File: config.mk
export PLATFORM = sky130hd
export DESIGN_NAME = seg_capture_flat
export DESIGN_NICKNAME = d
export VERILOG_FILES = /design/src/rtl/seg_capture_if.sv /design/src/rtl/seg_capture.sv /design/src/flat_wrapper.sv
export SDC_FILE = /design/constraint.sdc
export NUM_CORES = 1
export LEC_CHECK = 0
export BUFFER_PORTS_ARGS = -buffer_cell sky130_fd_sc_hd__buf_2
export CAP_MARGIN = 20
export CORE_MARGIN = 8
export CORE_UTILIZATION = 52
export CTS_BUF_LIST = sky130_fd_sc_hd__clkbuf_16
export DETAILED_ROUTE_END_ITERATION = 7
export PLACE_DENSITY = 0.7
export SYNTH_ARGS = -nofsm -noshare
export SYNTH_HDL_FRONTEND = slang
export SYNTH_SLANG_ARGS = --single-unit
File: constraint.sdc
create_clock -name clk -period 4.7 [get_ports clk]
set_clock_uncertainty 0.15 [all_clocks]
set_input_delay 0.235 -clock clk [delete_from_list [all_inputs] [get_ports clk]]
set_output_delay 0.235 -clock clk [all_outputs]
set_load 0.01 [all_outputs]
File: src/rtl/seg_capture_if.sv
// Seven-segment capture bus: multiplexed display lines in, decoded frame out.
interface seg_capture_if;
  logic [6:0]  seg;          // segment lines g..a, active-low
  logic [3:0]  an;           // digit enables, active-low
  logic        err_clr;      // clears the sticky error flag
  logic [15:0] digits;       // last complete frame, digit0 in [3:0]
  logic [3:0]  blank;        // per-digit all-off flag of last frame
  logic        frame_valid;  // one-cycle pulse when digits/blank update
  logic        err;          // sticky unrecognised-pattern flag

  modport master (
    output seg, an, err_clr,
    input  digits, blank, frame_valid, err
  );

  modport slave (
    input  seg, an, err_clr,
    output digits, blank, frame_valid, err
  );
endinterface

File: src/rtl/seg_capture.sv
// Sniffs a multiplexed active-low seven-segment display, waits for each
// digit to settle, decodes it and publishes a complete four-digit frame.
module seg_capture #(
  parameter int unsigned STABLE_CYCLES = 4
) (
  input  logic          clk,
  input  logic          rst_n,
  seg_capture_if.slave  bus
);

  localparam logic [3:0] STABLE_C = 4'(STABLE_CYCLES);

  typedef enum logic [1:0] {
    IDLE    = 2'd0,
    COLLECT = 2'd1,
    COMMIT  = 2'd2
  } state_t;

  // True when exactly one digit enable is driven low.
  function automatic logic one_low(input logic [3:0] an);
    logic ok;
    case (an)
      4'b1110, 4'b1101, 4'b1011, 4'b0111: ok = 1'b1;
      default:                            ok = 1'b0;
    endcase
    return ok;
  endfunction

  // Digit slot selected by a one-low enable pattern.
  function automatic logic [1:0] an_index(input logic [3:0] an);
    logic [1:0] idx;
    case (an)
      4'b1110: idx = 2'd0;
      4'b1101: idx = 2'd1;
      4'b1011: idx = 2'd2;
      4'b0111: idx = 2'd3;
      default: idx = 2'd0;
    endcase
    return idx;
  endfunction

  // Segment decode, returns {bad, blank, code[3:0]}.
  function automatic logic [5:0] decode(input logic [6:0] seg);
    logic [5:0] r;
    case (seg)
      7'b1000000: r = {1'b0, 1'b0, 4'h0};
      7'b1111001: r = {1'b0, 1'b0, 4'h1};
      7'b0100100: r = {1'b0, 1'b0, 4'h2};
      7'b0110000: r = {1'b0, 1'b0, 4'h3};
      7'b0011001: r = {1'b0, 1'b0, 4'h4};
      7'b0010010: r = {1'b0, 1'b0, 4'h5};
      7'b0000010: r = {1'b0, 1'b0, 4'h6};
      7'b1111000: r = {1'b0, 1'b0, 4'h7};
      7'b0000000: r = {1'b0, 1'b0, 4'h8};
      7'b0010000: r = {1'b0, 1'b0, 4'h9};
      7'b1111111: r = {1'b0, 1'b1, 4'hF};
      default:    r = {1'b1, 1'b0, 4'hE};
    endcase
    return r;
  endfunction

  logic [10:0] s_q, s_d;
  logic [3:0]  cnt_q, cnt_d;
  logic [3:0]  mask_q, mask_d;
  logic [15:0] shadow_q, shadow_d;
  logic [3:0]  shadow_blank_q, shadow_blank_d;
  logic [15:0] digits_q, digits_d;
  logic [3:0]  blank_q, blank_d;
  logic        frame_valid_q, frame_valid_d;
  logic        err_q, err_d;
  state_t      state_q, state_d;

  logic [10:0] sample_s;
  logic        capture_s;
  logic        cap_ok_s;
  logic        commit_s;
  logic [5:0]  dec_s;
  logic [1:0]  idx_s;
  logic [3:0]  mask_new_s;

  assign sample_s = {bus.an, bus.seg};

  // Sample register and settle counter; capture fires once when the count reaches the threshold.
  always_comb begin
    s_d       = sample_s;
    cnt_d     = cnt_q;
    capture_s = 1'b0;
    if (sample_s != s_q) begin
      cnt_d = 4'd0;
    end else if (cnt_q >= STABLE_C) begin
      cnt_d = STABLE_C;
    end else begin
      cnt_d = cnt_q + 4'd1;
    end
    if ((cnt_d == STABLE_C) && (cnt_q != STABLE_C)) begin
      capture_s = 1'b1;
    end else begin
      capture_s = 1'b0;
    end
  end

  // Decode the settled sample into the shadow frame and publish it when all four digits are in.
  always_comb begin
    dec_s          = decode(s_q[6:0]);
    idx_s          = an_index(s_q[10:7]);
    cap_ok_s       = capture_s && one_low(s_q[10:7]);
    mask_d         = mask_q;
    mask_new_s     = mask_q;
    shadow_d       = shadow_q;
    shadow_blank_d = shadow_blank_q;
    digits_d       = digits_q;
    blank_d        = blank_q;
    frame_valid_d  = 1'b0;
    commit_s       = 1'b0;
    if (cap_ok_s) begin
      shadow_d[{idx_s, 2'b00} +: 4] = dec_s[3:0];
      shadow_blank_d[idx_s]         = dec_s[4];
      mask_new_s                    = mask_q | (4'b0001 << idx_s);
      if (mask_new_s == 4'b1111) begin
        digits_d      = shadow_d;
        blank_d       = shadow_blank_d;
        frame_valid_d = 1'b1;
        mask_d        = 4'b0000;
        commit_s      = 1'b1;
      end else begin
        mask_d        = mask_new_s;
        commit_s      = 1'b0;
      end
    end else begin
      mask_d = mask_q;
    end
    // A bad capture outranks a simultaneous clear request.
    if (cap_ok_s && dec_s[5]) begin
      err_d = 1'b1;
    end else if (bus.err_clr) begin
      err_d = 1'b0;
    end else begin
      err_d = err_q;
    end
  end

  // Frame-progress state machine: next-state decode.
  always_comb begin
    state_d = state_q;
    case (state_q)
      IDLE: begin
        if (commit_s)      state_d = COMMIT;
        else if (cap_ok_s) state_d = COLLECT;
        else               state_d = IDLE;
      end
      COLLECT: begin
        if (commit_s)      state_d = COMMIT;
        else               state_d = COLLECT;
      end
      COMMIT: begin
        if (commit_s)      state_d = COMMIT;
        else if (cap_ok_s) state_d = COLLECT;
        else               state_d = IDLE;
      end
      default:             state_d = IDLE;
    endcase
  end

  // Frame-progress state register.
  always_ff @(posedge clk or negedge rst_n) begin
    if (!rst_n) state_q <= IDLE;
    else        state_q <= state_d;
  end

  // Sample, counter, shadow and output registers; reset drops any partial frame.
  always_ff @(posedge clk or negedge rst_n) begin
    if (!rst_n) begin
      s_q            <= 11'h7FF;
      cnt_q          <= 4'd0;
      mask_q         <= 4'b0000;
      shadow_q       <= 16'hFFFF;
      shadow_blank_q <= 4'hF;
      digits_q       <= 16'hFFFF;
      blank_q        <= 4'hF;
      frame_valid_q  <= 1'b0;
      err_q          <= 1'b0;
    end else begin
      s_q            <= s_d;
      cnt_q          <= cnt_d;
      mask_q         <= mask_d;
      shadow_q       <= shadow_d;
      shadow_blank_q <= shadow_blank_d;
      digits_q       <= digits_d;
      blank_q        <= blank_d;
      frame_valid_q  <= frame_valid_d;
      err_q          <= err_d;
    end
  end

  assign bus.digits      = digits_q;
  assign bus.blank       = blank_q;
  assign bus.frame_valid = frame_valid_q;
  assign bus.err         = err_q;

endmodule

File: src/flat_wrapper.sv
// flat-port wrapper written by rule: the top's interface ports become plain ports
module seg_capture_flat 
#(
  parameter int unsigned STABLE_CYCLES = 4
)
  (clk, rst_n, bus_seg, bus_an, bus_err_clr, bus_digits, bus_blank, bus_frame_valid, bus_err);
  seg_capture_if bus_i ();
  input  logic clk;
  input  logic rst_n;
  input wire logic [$bits(bus_i.seg)-1:0] bus_seg;
  input wire logic [$bits(bus_i.an)-1:0] bus_an;
  input wire logic [$bits(bus_i.err_clr)-1:0] bus_err_clr;
  output wire logic [$bits(bus_i.digits)-1:0] bus_digits;
  output wire logic [$bits(bus_i.blank)-1:0] bus_blank;
  output wire logic [$bits(bus_i.frame_valid)-1:0] bus_frame_valid;
  output wire logic [$bits(bus_i.err)-1:0] bus_err;
  assign bus_i.seg = bus_seg;
  assign bus_i.an = bus_an;
  assign bus_i.err_clr = bus_err_clr;
  assign bus_digits = bus_i.digits;
  assign bus_blank = bus_i.blank;
  assign bus_frame_valid = bus_i.frame_valid;
  assign bus_err = bus_i.err;
  seg_capture #(.STABLE_CYCLES(STABLE_CYCLES)) u_core (.clk(clk), .rst_n(rst_n), .bus(bus_i));
endmodule
After elaboration in Yosys (flattened, before gate mapping)
Index checks and enable logic that the tools add are counted.
- bits of input ports: 14
- memories: 0
- output and inout bits: 22
- ROM bits: 0
- bits in registers: 61
- bits in latches: 0
- RAM bits: 0
- multiplexer cells: 15
- $mul: 0
- add/sub/neg operators: 2
- reductions and logical operators: 8
- order comparisons: 3
- shifts and indexed selects: 3
- eq/ne operators: 18
- div/mod/pow operators: 0
- bitwise operators: 1
- operator list (kind ; number):
    $pmux W6 S11 ; 1
    $eq A7 B7 Y1 const B ; 4
    $eq A7 B5 Y1 const B ; 3
    $bwmux W16 ; 1
    $eq A4 B4 Y1 const B ; 4
    $shift A4 B6 Y16 const A ; 1
    $shiftx A4 B6 Y16 ; 1
    $eq A7 B6 Y1 const B ; 2
    $mux W4 ; 3
    $ne A11 B11 Y1 ; 1
    $eq A4 B3 Y1 const B ; 2
    $eq A7 B2 Y1 const B ; 1
    $logic_not A7 Y1 ; 1
    $mux W1 ; 7
    $neg A4 Y6 ; 1
    $pmux W2 S3 ; 1
    $add A4 B1 Y4 const B ; 1
    $bwmux W4 ; 1
    $ge A4 B3 Y1 const B ; 1
    $logic_and A1 B1 Y1 ; 4
    $ne A4 B3 Y1 const B ; 1
    $or A4 B4 Y4 ; 1
    $reduce_or A4 Y1 ; 1
    $shl A1 B2 Y4 const A ; 1
    other kinds (5) ; 5

Depth between registers and ports, before layout
- word-level depth: 9
- mapped depth: 12
- mapped depth without buffers: 9

Worst setup path after synthesis
OpenSTA, ideal clock, no wires.
- path kind: flip-flop to flip-flop
- start point: register u_core.s_q[10]
- end point: register u_core.blank_q[0], in the netlist u_core.bus.blank[0]
- clock period less this slack: 2850 ps
- stages on the path, launching flop included: 12
- slack: 1850 ps
- path buffers: 3
- setup time: 82 ps
- data arrival time: 2618 ps
- required time: 4468 ps
- cell sequence: dfstp_2 -> clkbuf_1 -> xor2_1 -> and3_1 -> inv_1 -> ha_1 -> clkbuf_1 -> o22ai_1 -> nor2_1 -> nor4b_4 -> buf_4 -> mux2_2
- cells in the longest elaborated chain, start to end: 7
- RTL lines (item ; RTL line ; text):
    from (decl) ; seg_capture.sv:62 ; logic [10:0] s_q, s_d;
    from (signal assigned) ; seg_capture.sv:173 ; s_q <= 11'h7FF;
    from (signal assigned) ; seg_capture.sv:183 ; s_q <= s_d;
    $eq A4 B3 Y1, or another cell as far along ; seg_capture.sv:22, seg_capture.sv:32 ;
    $pmux W2 S3 or $mux W4 (tied branches) ; seg_capture.sv:32, seg_capture.sv:88 ;
    $lt A2 B3 Y1 (implied by the code), or another cell as far along ; seg_capture.sv:117 ; shadow_blank_d[idx_s] = dec_s[4];
    $logic_and A1 B1 Y1 (on tied branches) ; seg_capture.sv:117, seg_capture.sv:95 ;
    $mux W1 (on tied branches) ; seg_capture.sv:117, seg_capture.sv:95 ;
    $demux W1 S2 or $logic_and A1 B1 Y1 (tied branches) ; n/a ;
    $bwmux W4 or $reduce_and A2 Y1 (tied branches) ; n/a ;
    to (signal assigned) ; seg_capture.sv:189 ; blank_q <= blank_d;
    to (decl) ; seg_capture.sv:68 ; logic [3:0] blank_q, blank_d;
Parallel ways exist; a longest one is shown, timed or not.
A chain may end at the register's enable or synchronous reset.

Worst setup path after layout
- start point: input bus_an[0]
- end point: register u_core.shadow_blank_q[0]
- cells in the longest elaborated chain, start to end: 6
- RTL lines (item ; RTL line ; text):
    from (decl) ; flat_wrapper.sv:11 ; input wire logic [$bits(bus_i.an)-1:0] bus_an;
    $ne A11 B11 Y1 ; seg_capture.sv:88 ; if (sample_s != s_q) begin
    $mux W4 ; seg_capture.sv:88 ;
    $eq A4 B3 Y1 ; seg_capture.sv:95 ; if ((cnt_d == STABLE_C) && (cnt_q != STABLE_C)) begin
    $logic_and A1 B1 Y1 ; seg_capture.sv:95 ;
    $mux W1 ; seg_capture.sv:95 ;
    $logic_and A1 B1 Y1 ; seg_capture.sv:106 ; cap_ok_s = capture_s && one_low(s_q[10:7]);
    to (signal assigned) ; seg_capture.sv:187 ; shadow_blank_q <= shadow_blank_d;
    to (decl) ; seg_capture.sv:66 ; logic [3:0] shadow_blank_q, shadow_blank_d;
No other way between the ends.

==> impl_metrics.ini <==
[status]
status = finished, final reports clean

[hold_path]
hold_path_class = reg -> reg

[die]
die-area_um2 = 8553
rows = 28
die_w_um = 92.48
num_io_pins = 36
coreArea_um2 = 5781
fp.dieH_um = 92.48
start_util_pct = 52.62

[worst_setup_path]
critPathRequiredTime_ns = 4.80
startpoint_type = input port
worstSetupEndpointType = flop
setup.worst_path.class = in -> reg
cp_max_fo = 15
arrival_ns = 3.15

[detailed_routing]
wl_per_cell_um = 15.78
routed_via_density = 5.601
drtIter0Drc = 94
first_pass_iters = 4
routed_wirelength_mm = 6.092
ant_nets = 0
drc = 0
vias = 2162

[power_and_ir_drop]
p_seq_share_pct = 44.3
power_frac_comb_pct = 5.8
p_int_uw = 969.5
ir_drop_uv = 248.6
swShare_pct = 21.75
netSwitchingPower_uw = 269.4
leakage_nw = 1.505
clock_power_share_pct = 49.8
p_per_area_nw_per_um2 = 336.8

[sta]
hold_violations = 0
tightest_slew_ns = 0.9006
post-route-period-util_pct = 64.92
rsz0062_at_grt = no
setup_tns_ns = 0
setup_violations = 0
fin_crit_ns = 3.051
maxSlewHeadroom_pct = 39.63
holdWs_ns = 0.3320
final-max-slew-violation-count = 0
clock.fmax_ghz = 0.3277

[synthesis]
synth_warnings = 0
netlist_top_cells_area = dfstp_2, dfrtp_1, mux2_2
synthDistinctLibCells = 47
synth_seq_area_share_pct = 52.28
synth_top_area_share_pct = 44.06
syn-num-nets = 279
yosys.area.top_type = dfstp_2
ys.flop_type = dfstp_2
synthesis.area_um2 = 3042
syn_inst = 256
synth.avg_cell_area_um2 = 11.88
synth-async-reset-ratio_pct = 100.0
ys_ff_latch = 61
synth_edf_count = 0

[final_layout]
final_cells = 386
final_util_pct = 63.64
num-nets-final = 328
final_layout_size_suffix_gt1_share_pct = 41.61
syn_to_final_growth_pct = 20.94

[clocking]
cts_sinks = 61
cts_tree = yes
htree_levels = 3
insertion_delay_ns = 0.32
cts_buffers = 9
cts_root_buf = clkbuf_16
path_clk_slew_ns = 0.05
cts_buffer_depth = 2

[global_route]
antenna_found_initial = 1
grt_pass1_vias = 2099
grt_pass1_wl_mm = 10.04
grt_max_degree = 62
grt_usage_pct = 14.98
grt_overflow_total = 0

[placed_design]
gp_congestion = 0.7365
placedCellCount = 356
dp_hpwl_mm = 3.941
io_buffers = 35

[flow_run]
max_cap_viol_count = 0
[through the flow]
step / power [mW] / worst slack, ns / cell area (µm²)
after floorplan: 0.5924 / 1.850 / 3042
after global placement: 0.6188 / 1.702 / 3263
after detailed placement: 0.6199 / 1.634 / 3263
after CTS: 1.257 / 1.611 / 3676
after global routing: 1.294 / 1.325 / 3679
final: 1.239 / 1.649 / 3679
[routing by layer]
metal / share of wire [%] / track usage (%) / vias up
met5: 0 / 0 / -
met4: 2.3 / 7.651 / 0
met3: 5.1 / 6.230 / 12
met2: 47 / 22.88 / 43
met1: 46 / 17.75 / 1072
li1: - / - / 1035
[power by group through the flow]
| stage | combinational [mW] | sequential, mW | clock [mW] |
|---|---|---|---|
| finish | 0.0725 | 0.549 | 0.617 |
| global route | 0.0811 | 0.550 | 0.663 |
| CTS | 0.0725 | 0.549 | 0.636 |
| detailed placement | 0.0640 | 0.556 | 0 |
| global placement | 0.0634 | 0.555 | 0 |
| floorplan | 0.0440 | 0.548 | 0 |
[flip-flops by register name, summed over array words and instances, names as in the netlist]
register and count:
u_core.bus.blank 4, u_core.bus.digits 16, u_core.bus.err 1, u_core.bus.frame_valid 1
u_core.cnt_q 4, u_core.mask_q 4, u_core.s_q 11, u_core.shadow_blank_q 4
u_core.shadow_q 16
[kinds of logic (layout without fill, tap and decap cells)]
kind of cell / Yosys count / in the layout / synth area share [%]
fa+ha+maj: 9 / 9 / 3.702
xor+xnor: 15 / 15 / 4.319
simple gates: 56 / 56 / 11.19
flops: 61 / 61 / 52.28
buf+inv: 34 / 88 / 4.771
other cells: 1 / 2 / 0.1233
mux: 20 / 20 / 7.404
compound gates: 60 / 60 / 16.21
[placed cells by master, fill, tap and decap left out, types with 2 or more instances in the layout]
cell            n
dfstp_2        51
buf_2          35
inv_1          23
mux2_2         18
o2bb2ai_1      17
xor2_1         13
dlygate4sd3_1  13
o22ai_1        10
dfrtp_1        10
nand2_1         9
o21a_1          9
ha_1            9
clkbuf_16       9
o221ai_1        8
nand3_1         7
nor2_1          7
nor3_1          6
a21oi_1         5
nor4_1          4
clkinv_2        4
nor2b_1         3
o21ai_0         3
nand4_1         3
nor4b_1         2
and3_1          2
nand4b_1        2
xnor2_1         2
mux2_1          2
buf_4           2
[cell usage after synthesis, types with 2 or more instances]
| library cell | number |
|---|---|
| a21oi_1 | 5 |
| and3_1 | 2 |
| buf_2 | 5 |
| buf_4 | 3 |
| clkbuf_1 | 4 |
| dfrtp_1 | 10 |
| dfstp_2 | 51 |
| ha_1 | 9 |
| inv_1 | 22 |
| mux2_1 | 2 |
| mux2_2 | 18 |
| nand2_1 | 9 |
| nand3_1 | 7 |
| nand4_1 | 3 |
| nand4b_1 | 2 |
| nor2_1 | 7 |
| nor2b_1 | 3 |
| nor3_1 | 6 |
| nor4_1 | 4 |
| nor4b_1 | 2 |
| o21a_1 | 9 |
| o21ai_0 | 3 |
| o221ai_1 | 8 |
| o22ai_1 | 10 |
| o2bb2ai_1 | 17 |
| xnor2_1 | 2 |
| xor2_1 | 13 |
[cell type report]
cell class                      instances  area [µm²]
Inverter                               22       82.58
Multi-Input combinational cell        161        1306
Clock inverter                          7       57.56
Fill cell                             451        2102
Clock buffer                            9       225.2
Timing Repair Buffer                   50       320.3
Sequential cell                        61        1590
Tap cell                               75       93.84
Antenna cell                            1       2.502
[worst paths after layout]
path | start | end | slack [ns] | depth (start not counted)
worst max-delay path | bus_an[0] | u_core.shadow_blank_q[0] | 1.65 | 8
worst min-delay path | u_core.shadow_q[4] | u_core.shadow_q[4] | 0.33 | 1
worst max register to register | u_core.s_q[10] | u_core.bus.digits[10] | 1.66 | 9
worst min register to register | u_core.shadow_q[4] | u_core.shadow_q[4] | 0.33 | 1
max in group asynchronous | rst_n | u_core.cnt_q[0] | 3.47 | 3
min in group asynchronous | rst_n | u_core.bus.frame_valid | 0.43 | 3
[worst max-delay path, stage by stage]
cell	delay [ns]
dlygate4sd3_1	0.53
buf_2	0.13
xor2_1	0.16
nor4_1	0.34
nand3_1	0.29
nor3_2	0.81
nand2_1	0.30
mux2_2	0.34
[what timing repair did]
item / 4_1_cts / 5_1_grt
gates resized for setup: 0 / 0
hold buffers: 13 / 0
hold endpoints to repair: 22 / 0
setup buffers: 0 / 0
Power figures use the tool's default switching activity.
